==> src/rtl/multdiv_ctrl.sv <==
// Sequencer for the iterative 32-bit multiply/divide datapath: LOAD, 32 RUN steps, FIX, DONE.
// Build option MULTDIV_DIVZERO_EARLY_EN: a divide-by-zero skips RUN/FIX and goes LOAD -> DONE.
module multdiv_ctrl (
    input  logic       clk,
    input  logic       clr_n,
    input  logic       ctrl_mult,
    input  logic       ctrl_div,
    input  logic       div_zero,
    output logic       busy,
    output logic       op_div,
    output logic       dp_load,
    output logic       dp_step,
    output logic       dp_fix,
    output logic [4:0] count,
    output logic       result_rdy,
    output logic       exception
);

    typedef enum logic [2:0] {
        IDLE,
        LOAD,
        RUN,
        FIX,
        DONE
    } state_e;

    state_e     state_q, state_d;
    logic [4:0] count_q, count_d;
    logic [4:0] count_tog;
    logic       op_div_q, op_div_d;
    logic       exc_q, exc_d;
    logic       start;

    assign start = ctrl_mult | ctrl_div;

    always_ff @(posedge clk or negedge clr_n) begin
        if (!clr_n) begin
            state_q  <= IDLE;
            count_q  <= 5'd0;
            op_div_q <= 1'b0;
            exc_q    <= 1'b0;
        end else begin
            state_q  <= state_d;
            count_q  <= count_d;
            op_div_q <= op_div_d;
            exc_q    <= exc_d;
        end
    end

    always_comb begin
        state_d = state_q;
        case (state_q)
            IDLE: if (start) state_d = LOAD;
`ifdef MULTDIV_DIVZERO_EARLY_EN
            LOAD: state_d = exc_q ? DONE : RUN;
`else
            LOAD: state_d = RUN;
`endif
            RUN:  if (count_q == 5'd31) state_d = FIX;
            FIX:  state_d = DONE;
            DONE: state_d = IDLE;
            default: state_d = IDLE;
        endcase
    end

    // Operation latch plus toggle-chain counter: bit i flips when all lower bits are set.
    always_comb begin
        op_div_d = op_div_q;
        exc_d    = exc_q;
        if (state_q == IDLE && start) begin
            op_div_d = ~ctrl_mult;
            exc_d    = ctrl_div & div_zero & ~ctrl_mult;
        end
        count_tog[0] = (state_q == RUN);
        for (int i = 1; i < 5; i++) begin
            count_tog[i] = count_tog[i-1] & count_q[i-1];
        end
        count_d = (state_q == LOAD) ? 5'd0 : (count_q ^ count_tog);
    end

    always_comb begin
        busy       = (state_q != IDLE);
        op_div     = op_div_q;
        dp_load    = (state_q == LOAD);
        dp_step    = (state_q == RUN);
        dp_fix     = (state_q == FIX);
        count      = count_q;
        result_rdy = (state_q == DONE);
        exception  = (state_q == DONE) & exc_q;
    end

endmodule

==> config.mk <==
export PLATFORM = sky130hd
export DESIGN_NAME = multdiv_ctrl
export DESIGN_NICKNAME = d
export VERILOG_FILES = /design/src/rtl/multdiv_ctrl.sv
export SDC_FILE = /design/constraint.sdc
export NUM_CORES = 1
export LEC_CHECK = 0
export CELL_PAD_IN_SITES_DETAIL_PLACEMENT = 1
export CELL_PAD_IN_SITES_GLOBAL_PLACEMENT = 2
export CORE_MARGIN = 2
export CORE_UTILIZATION = 28
export DETAILED_ROUTE_END_ITERATION = 8
export HOLD_SLACK_MARGIN = 0.12
export PLACE_DENSITY_LB_ADDON = 0.08
export SLEW_MARGIN = 10
export SYNTH_ARGS = -nofsm -noshare
export SYNTH_HDL_FRONTEND = slang
export SYNTH_SLANG_ARGS = --single-unit
export TNS_END_PERCENT = 20
==> constraint.sdc <==
create_clock -name clk -period 3.3 [get_ports clk]
set_input_delay 0.825 -clock clk [delete_from_list [all_inputs] [get_ports clk]]
set_output_delay 0.825 -clock clk [all_outputs]
set_load 0.01 [all_outputs]
## After elaboration in Yosys (flattened, before gate mapping)

Index checks and enable logic that the tools add are counted.

| cells by class | value |
|---|---|
| bitwise logic cells | 10 |
| muxes and demuxes | 4 |
| equal/unequal tests | 7 |
| reductions and logical operators | 4 |

Operator list:

| kind | number |
|---|---|
| case mux 3 bit (4 select lines) | 1 |
| bitwise AND 1 bit | 7 |
| == test 3 x 2 -> 1 bit (second input constant) | 2 |
| 2-to-1 mux 3 bit | 2 |
| == test 5 bit (second input constant) | 1 |
| 2-to-1 mux 5 bit | 1 |
| bitwise XOR 5 bit | 1 |
| == test 3 x 1 -> 1 bit (second input constant) | 1 |
| == test 3 bit (second input constant) | 1 |
| logical NOT 3 bit | 1 |
| nonzero test 3 bit | 1 |
| != test 2 x 1 -> 1 bit (second input constant) | 1 |
| != test 2 bit (second input constant) | 1 |
| AND reduction 2 bit | 1 |
| logical AND 1 bit | 1 |
| inverter 1 bit | 1 |
| bitwise OR 1 bit | 1 |

| word-level totals | value |
|---|---|
| register bits after elaboration | 10 |
| input port bits | 5 |
| logic and storage cells | 29 |
| output and inout port bits | 12 |

## Logic depth before layout (Yosys ltp)

Gate-level depths: netlist (run 1).

| logic depth | value |
|---|---|
| depth after elaboration | 7 |
| gate-level depth with buffers | 8 |
| gate-level depth less buffers | 8 |

## Worst setup path before layout (run 1)

OpenSTA, ideal clock, no wires.

| timing | value |
|---|---|
| kind | flip-flop to output port |
| start | reg state_q[1] |
| end | out exception |
| path buffers | 0 |
| stages on the path, launching flop included | 3 |
| setup slack | 1.531 ns |
| data arrival time | 0.944 ns |
| required time | 2.475 ns |
| cells stage by stage | dfrtp_1 -> nor3b_2 -> and2_1 |

| on the way | value |
|---|---|
| cells in the longest elaborated chain, start to end | 2 |

RTL lines:

| item | RTL line | text |
|---|---|---|
| start, declared | 27 | `state_e state_q, state_d;` |
| start signal, assigned | 43 | `state_q <= state_d;` |
| == test 3 bit | -- |  |
| net result_rdy | 15 | `output logic result_rdy,` |
| bitwise AND 1 bit | 89 | `exception = (state_q == DONE) & exc_q;` |
| end, declared | 16 | `output logic exception` |

The timed path passes the listed nets, and every way through them passes these cells.

## Worst setup path after layout (run 1)

| timing | value |
|---|---|
| start | reg state_q[1] |
| end | out dp_load |

| on the way | value |
|---|---|
| cells in the longest elaborated chain, start to end | 1 |

RTL lines:

| item | RTL line | text |
|---|---|---|
| == test 3 x 1 -> 1 bit | 84 | `dp_load = (state_q == LOAD);` |
| end, declared | 11 | `output logic dp_load,` |

Every way passes these cells.

==> results of run 1 <==
## power groups by stage
stage	clock, mW	combinational, mW	sequential, mW
after CTS	0.0814	0.281	0.224
after global placement	0	0.269	0.220
after detailed placement	0	0.279	0.226
after floorplan	0	0.134	0.226
after global routing	0.0900	0.300	0.232
final	0.0789	0.273	0.223
## state kept, by name, indices dropped and copies added (netlist names)
signal   flops
exc_q        1
count        5
state_q      3
op_div       1
## layer usage
layer  part of all wire, %  routed length (um)  GRT usage [%]  vias to the layer above
li1                      -                   -              -                      177
met1                    44                 480           15.8                      182
met2                    48                 526           18.9                       13
met3                   6.7                  73           2.78                        2
met4                  0.55                   6           5.29                        0
met5                     0                   0              0                        -
## through the flow
| step | cell area (um^2) | utilization (%) | total power, mW | std cells | setup slack, ns |
|---|---|---|---|---|---|
| after floorplan | 484 | - | 0.360 | 40 | 1.53 |
| after global placement | 666 | 39.9 | 0.489 | 73 | 1.10 |
| after detailed placement | 666 | 39.9 | 0.505 | 73 | 1.06 |
| after CTS | 688 | 41.2 | 0.586 | 76 | 0.775 |
| after global routing | 688 | 41.2 | 0.622 | 76 | 0.712 |
| final | 688 | 41.2 | 0.575 | 76 | 0.795 |
## cells in the final DEF, fill, tap and decap left out, drive strengths merged
cell	instances
a21oi	2
and2	2
and3b	2
clkbuf	3
clkdlybuf4s50	16
dfrtp	10
ha	4
inv	1
nand2	2
nand3	1
nand4b	1
nor2	3
nor2b	4
nor3	1
nor3b	2
o21ai	2
o311a	1
or2	1
xnor2	1
## tightest hold or removal path: stages (launching register included)
cell and delay, ns:
dfrtp_1 0.33, o21ai_1 0.06, nand2_1 0.06
## path summary, 6_finish.rpt
path / startpoint / end / slack [ns] / depth (start not counted)
setup / recovery: state_q[1] / dp_load / 0.80 / 2
hold / removal: exc_q / exc_q / 0.48 / 2
setup reg to reg: state_q[2] / count[4] / 1.44 / 8
hold reg to reg: exc_q / exc_q / 0.48 / 2
max in group asynchronous: clr_n / state_q[0] / 2.11 / 1
min in group asynchronous: clr_n / exc_q / 0.88 / 1
## layout make-up
cell class | instances | area share [%]
well taps | 17 | 3.09
flip-flops and latches | 10 | 36.4
inverters | 1 | 0.545
repair buffers | 16 | 23.3
clock buffers | 3 | 3.27
multi-input cells | 29 | 33.5
## cell families after synthesis
family,after synthesis
flops,10
xor+xnor,1
compound gates,5
buf+inv,1
fa+ha+maj,4
simple gates,19
==> summary.md, run 1 <==
The run gives 1 as the detailed-router iteration count before antenna repair. The path class of the lowest-slack min-delay path is flop to flop. The number of H-tree levels was 1; the number of cells produced by synthesis was 40. After the last flow step, the layout net total stands at 70. Headroom to the max-slew limit came out at 70.2%.

The tools report the latest clock arrival within the worst-skew pair as 0.25 ns. The final-layout worst hold slack was 0.480 ns; the number of inserted diodes was 0. Yosys printed 0 warnings.

Pin placement for this block handled 17 I/O pins. The filler cells instantiated in the layout total 184. The relative contribution of the clock network to total power was 13.7%; the row count was 15. Slowest library cell on the worst path: clkdlybuf4s50_1. Input and output buffers added on the ports amount to 16. The worst path buffer plus inverter count is 1, and the via density per instance is 4.92. The total area inside the core boundary comes to 0.00167 mm^2.

TritonCTS built the clock tree. The leading register cell type out of synthesis was dfrtp_1. For the leakage power, the log shows 0.319 nW.

Relative to the synthesized area, the layout overhead comes to 42.1%. The run gives 0 as the sum of overflow across all layers after global routing. The largest total area in the synthesized netlist belongs to dfrtp_1. For the number of global-route vias before repair, the log shows 380. Once the floorplan was initialized, standard cells occupied 29.0% of the core. The number of antenna violations at the first check in global routing was 0. The logs give 0 for the post-detailed-route count of antenna-violating nets and 0 for the number of buffers added to fix hold violations after cts. Counting flops with a built-in enable in the synthesized netlist gives 0.

Internal power comes to 373 uW. The clock drives 10 sinks. The run gives 374 as the overall via count from detail_route. The most repeated cell in the gate-level netlist after synthesis was dfrtp_1. The mux contribution to synthesized area came out at 0%.

The logs give 12.1% for the all-layer global routing usage and 0.00229 ns for the setup skew after layout. The logs give 0 for the final count of hold timing violations and 1.09 mm for the total detailed-routing wirelength. The tools report the post-cts repair resize count as 0.

The synthesis-stage register bit count was 10. At the end of routability-driven placement, the weighted congestion stood at 0.709. Net switching is 35.2% of the power. In the final layout, the multi-input gates occupy 230 um^2.

Sequential cells burn 38.8% of the power. Combinational cells account for 47.5% of the total power. The max-slew violation count came out at 0. For the endpoint arrival time on the critical path, the log shows 1.68 ns. Data on the critical path is required at its endpoint by 2.47 ns.

The xor and xnor area share after synthesis works out to 1.81%. The tools report the largest net degree at the start of global routing as 11. The die is 45.6 um tall.

The synthesized netlist devotes 28.9% of its cell area to simple gates. The ratio of cells with drive above 1 in the final layout is 18.6%, and the sequential fraction of the synthesis area is 51.7%. Area share of the leading cell type in the synthesized netlist: 51.7%.

The largest stage delay on the critical path came out at 0.60 ns. The largest fanout of any net on the critical path was 8. The horizontal extent of the die is 45.6 um, and the clock-pin slew on the worst setup and hold paths is 0.06 ns.

The worst-case IR drop observed on VDD is 0.000305 V. For the summed instance area of the synthesized netlist, the log shows 484 um^2. By area, the combinational part of the netlist is dominated by simple AND/OR/NAND/NOR gates. The worst setup path is captured at an output pin.

In the routed design, unresolved DRC markers number 0. After detailed routing, the average wire length per cell comes to 14.3 um. In this run the power spent charging and discharging nets is 203 uW. Summing the areas of all fa, ha and maj instances in the mapped netlist gives 10.3% of the synthesized area. Setup repair after global routing left no endpoint under its margin. On the critical path the largest part of the delay comes from buffers and inverters. The first global-routing pass estimated 1.73 mm of wire. The run gives 0 as the number of violations of the max-capacitance limit. The master cell of the clock root buffer is clkbuf_4. Timing would allow up to 399 MHz. In this run the deepest clock path goes through 2 buffers.

By area the synthesized netlist is led by dfrtp_1 (52%), ha_1 (10%), nor2b_1 (5.2%). The power per cell area was 836 mW/mm^2. The average instance in the mapped netlist occupies 12.1 um^2. Worst setup path category: flop to output pin. For the pin with the worst max-slew slack, the measured transition is 0.446 ns. Once detailed placement completed, the half-perimeter wirelength came to 869 um. For the final routed database, the setup TNS stands at 0 ns. For this block, the initial DRC count from the detailed router was 0. The floorplan step defined a die boundary enclosing 0.00208 mm^2. The category of the worst setup path launch point is a flop. In the synthesized netlist the async set-or-reset flop fraction comes to 100%. When the netlist entered floorplanning its net count stood at 49.

The tools report the number of distinct library cells after synthesis as 20. Of the available clock period, the critical path in the final layout requires 75.9%. Sorting the synthesized cells by how often they occur yields dfrtp_1 (10), ha_1 (4), nor2b_1 (4). The flow ran to the end, and the final reports show no timing, DRC or antenna violations.

The share of the synthesized area in compound gates (AO/OA/AOI/OAI) is 6.46%. Setup violations remaining at the end of the flow were counted as 0. Walking the worst path, the cells encountered are nor3b_4 -> clkdlybuf4s50_1.

Across the whole layout, storage elements account for 250 um^2. In this run the post-CTS setup repair buffer count came out at 0. The minimum period implied by the final worst setup slack works out to 2.50 ns. In this run, CTS created clock tree buffers numbering 3.
(Power assumes the default switching activity.)
==> run 2, diff against run 1 <==
--- a/config.mk
+++ b/config.mk
@@ -8,7 +8,7 @@
 export CELL_PAD_IN_SITES_DETAIL_PLACEMENT = 1
 export CELL_PAD_IN_SITES_GLOBAL_PLACEMENT = 2
 export CORE_MARGIN = 2
-export CORE_UTILIZATION = 28
+export CORE_UTILIZATION = 23
 export DETAILED_ROUTE_END_ITERATION = 8
 export HOLD_SLACK_MARGIN = 0.12
 export PLACE_DENSITY_LB_ADDON = 0.08
==> constraint.sdc (replaced) <==
create_clock -name clk -period 2.2 [get_ports clk]
set_input_delay 0.55 -clock clk [delete_from_list [all_inputs] [get_ports clk]]
set_output_delay 0.55 -clock clk [all_outputs]
set_load 0.01 [all_outputs]
==> run 2 against run 1 <==
  * Critical path type unchanged
  * Power up 70%
  * Design area up 9.6%
  * Register-to-register slack worse by 1.1 ns
==> summary.md, run 2 (synthesis results as in run 1) <==
The latest clock arrival within the worst-skew pair came out at 0.26 ns (was 0.25 ns). The die footprint came out at 0.00249 mm^2 (was 0.00208 mm^2). The routed wire length per instance works out to 12.4 um (was 14.3 um). The total of endpoints with negative setup slack in the final report is 0 (unchanged), and the cell count after placement is 84 (was 73). The number of inserted diodes was 0 (unchanged). Setup repair after global routing could not meet its margin everywhere. The power per cell area works out to 1290 mW/mm^2 (was 836 mW/mm^2).

The largest net degree at the start of global routing came out at 11 (unchanged). The fmax came out at 460 MHz. The all-layer global routing usage came out at 10.8% (was 12.1%). The worst path uses 98.8% of the clock period. Category of the worst setup path launch point: a flop (unchanged). The final-layout worst hold slack is 0.511 ns (was 0.480 ns), and the maximum clock insertion buffer count is 2 (unchanged). The clock sink total is 10 (unchanged), and the leakage power is 0.353 nW (was 0.319 nW). The post-route total power is 976 uW (was 575 uW), and the core footprint is 0.00198 mm^2 (was 0.00167 mm^2). For the worst endpoint required time, the log shows 1.65 ns (was 2.47 ns). The reg-to-reg startpoint is state_q[1] (was state_q[2]).

The total detailed-routing wirelength came out at 1.11 mm (was 1.09 mm). The master cell of the clock root buffer was clkbuf_4 (unchanged). The post-detailed-placement half-perimeter wirelength is 885 um (was 869 um), and the slew at the pin closest to its max-slew limit is 0.456 ns (was 0.446 ns).

The max-slew violation count came out at 0 (unchanged). The maximum VDD drop was 0.000446 V (was 0.000305 V); the number of global-route vias before repair was 424 (was 380). The detailed-router iteration count before antenna repair came out at 1 (unchanged).

Type of destination of the critical path: an output pin (unchanged). The minimum period implied by the final worst setup slack is 2.17 ns, and the endpoint arrival time on the critical path is 1.62 ns (was 1.68 ns). The launch instance of the worst min-delay path is exc_q (unchanged). The most frequent standard cell in the layout excluding fill and tap cells is clkdlybuf4s50_1 (unchanged). Remaining design rule violation count: 0 (unchanged).

The final count of hold timing violations is 0 (unchanged), and the flip-flop count of the largest register after layout is 5 (unchanged). The placer's final routability congestion estimate is 0.718 (was 0.709). The row count was 16 (was 15); the clock-pin slew on the worst setup and hold paths was 0.07 ns (was 0.06 ns).

For the initial detailed-routing violation count, the log shows 0 (unchanged). The via density per instance was 4.21 (was 4.92). The die span in y was 49.9 um (was 45.6 um).

Starting utilization of the core area: 24.4% (was 29.0%). TritonCTS built the clock tree. The number of H-tree levels is 1 (unchanged), and the final-stage net count is 72 (was 70). The number of standard cells in the final layout excluding fillers was 89 (was 76); the post-detailed-route count of antenna-violating nets was 0 (unchanged). The number of port buffers was 16 (unchanged). The growth of design area from synthesis to finish came out at 55.8% (was 42.1%). The tools report the startpoint of the most critical setup path as state_q[1] (unchanged).

The setup skew after layout was 0.000672 ns (was 0.00229 ns); the number of buffers added to fix hold violations after cts was 0 (unchanged). Number of antenna violations at the first check in global routing: 0 (unchanged). The worst setup path category is flop to output pin (unchanged). For the number of buffers created by CTS, the log shows 3 (unchanged). The horizontal extent of the die is 49.9 um (was 45.6 um), and the post-placement setup slack is 0.249 ns (was 1.06 ns). For the sum of overflow across all layers after global routing, the log shows 0 (unchanged). The run finished with clean final reports. The path class of the lowest-slack min-delay path is flop to flop (unchanged). The largest fanout of any net on the critical path is 5 (was 8), and the I/O pin total is 17 (unchanged). Top library cells by usage in the layout, fill and taps aside: clkdlybuf4s50_1 (15), dfrtp_1 (7), nor2b_1 (4), ha_1 (4) (was clkdlybuf4s50_1 (16), dfrtp_1 (10), nor2b_1 (4), ha_1 (4)).

The number of violations of the max-capacitance limit was 0 (unchanged). The overall via count from detail_route came out at 375 (was 374). The ratio of cells with drive above 1 in the final layout was 27.4% (was 18.6%). The tools report the final worst slack as 0.0275 ns (was 0.795 ns). The logs give 69.5% (was 70.2%) for the max-slew headroom at the worst pin and 1.97 mm (was 1.73 mm) for the global-route wire length before repair.
-- run 2: cell types whose count changed in the layout (fill, tap and decap cells not counted), sizes merged --
cell,change
buf,+2
clkbuf,+1
clkdlybuf4s50,-1
dlymetal6s2s,+1
-- run 2: power by group --
group          internal (mW)  switching [mW]  leakage, nW
combinational          0.288           0.180        0.204
clock                  0.100          0.0661       0.0210
sequential             0.258          0.0831        0.127
-- run 2: routing by layer --
metal | track usage [%] | part of all wire [%]
met3 | 3.03 | 3.2
met5 | 0 | 0
met2 | 16.0 | 51
met1 | 14.2 | 45
met4 | 5.56 | 0.72
-- run 2: worst paths after layout --
check,endpoint,slack [ns],cells after the start
worst max-delay path,exception,0.03,3
worst min register to register,exc_q,0.51,2
min in group asynchronous,count[0],0.60,1
worst max register to register,count[4],0.38,8
max in group asynchronous,state_q[1],1.26,1
worst min-delay path,exc_q,0.51,2
-- run 2: per-stage QoR --
| step | cell area (um^2) | TNS, ns | utilization (%) |
|---|---|---|---|
| 4_1_cts | 744 | 0 | 37.6 |
| 6_report | 754 | 0 | 38.1 |
| 3_3_place_gp | 686 | 0 | 34.6 |
| 2_1_floorplan | 484 | 0 | - |
| 3_5_place_dp | 686 | 0 | 34.6 |
| 5_1_grt | 754 | -0.0257 | 38.1 |
-- run 2: final cells by class --
cell class                 instances  area [um^2]
tap                               27         33.8
inverter                           1         3.75
clock buffer                       4         36.3
timing repair buffer              18          190
fill                             217         1230
multi-input combinational         29          236
sequential                        10          254
-- run 2: critical path: stages, from the launching register on --
cell and delay [ns]:
dfrtp_2 0.47, nor3b_2 0.22, and2_1 0.14, clkdlybuf4s50_1 0.53
-- run 2: repair_timing --
action	4_1_cts	5_1_grt
buffers inserted	1	0
resized for setup	2	3
endpoints found under the setup margin	2	3
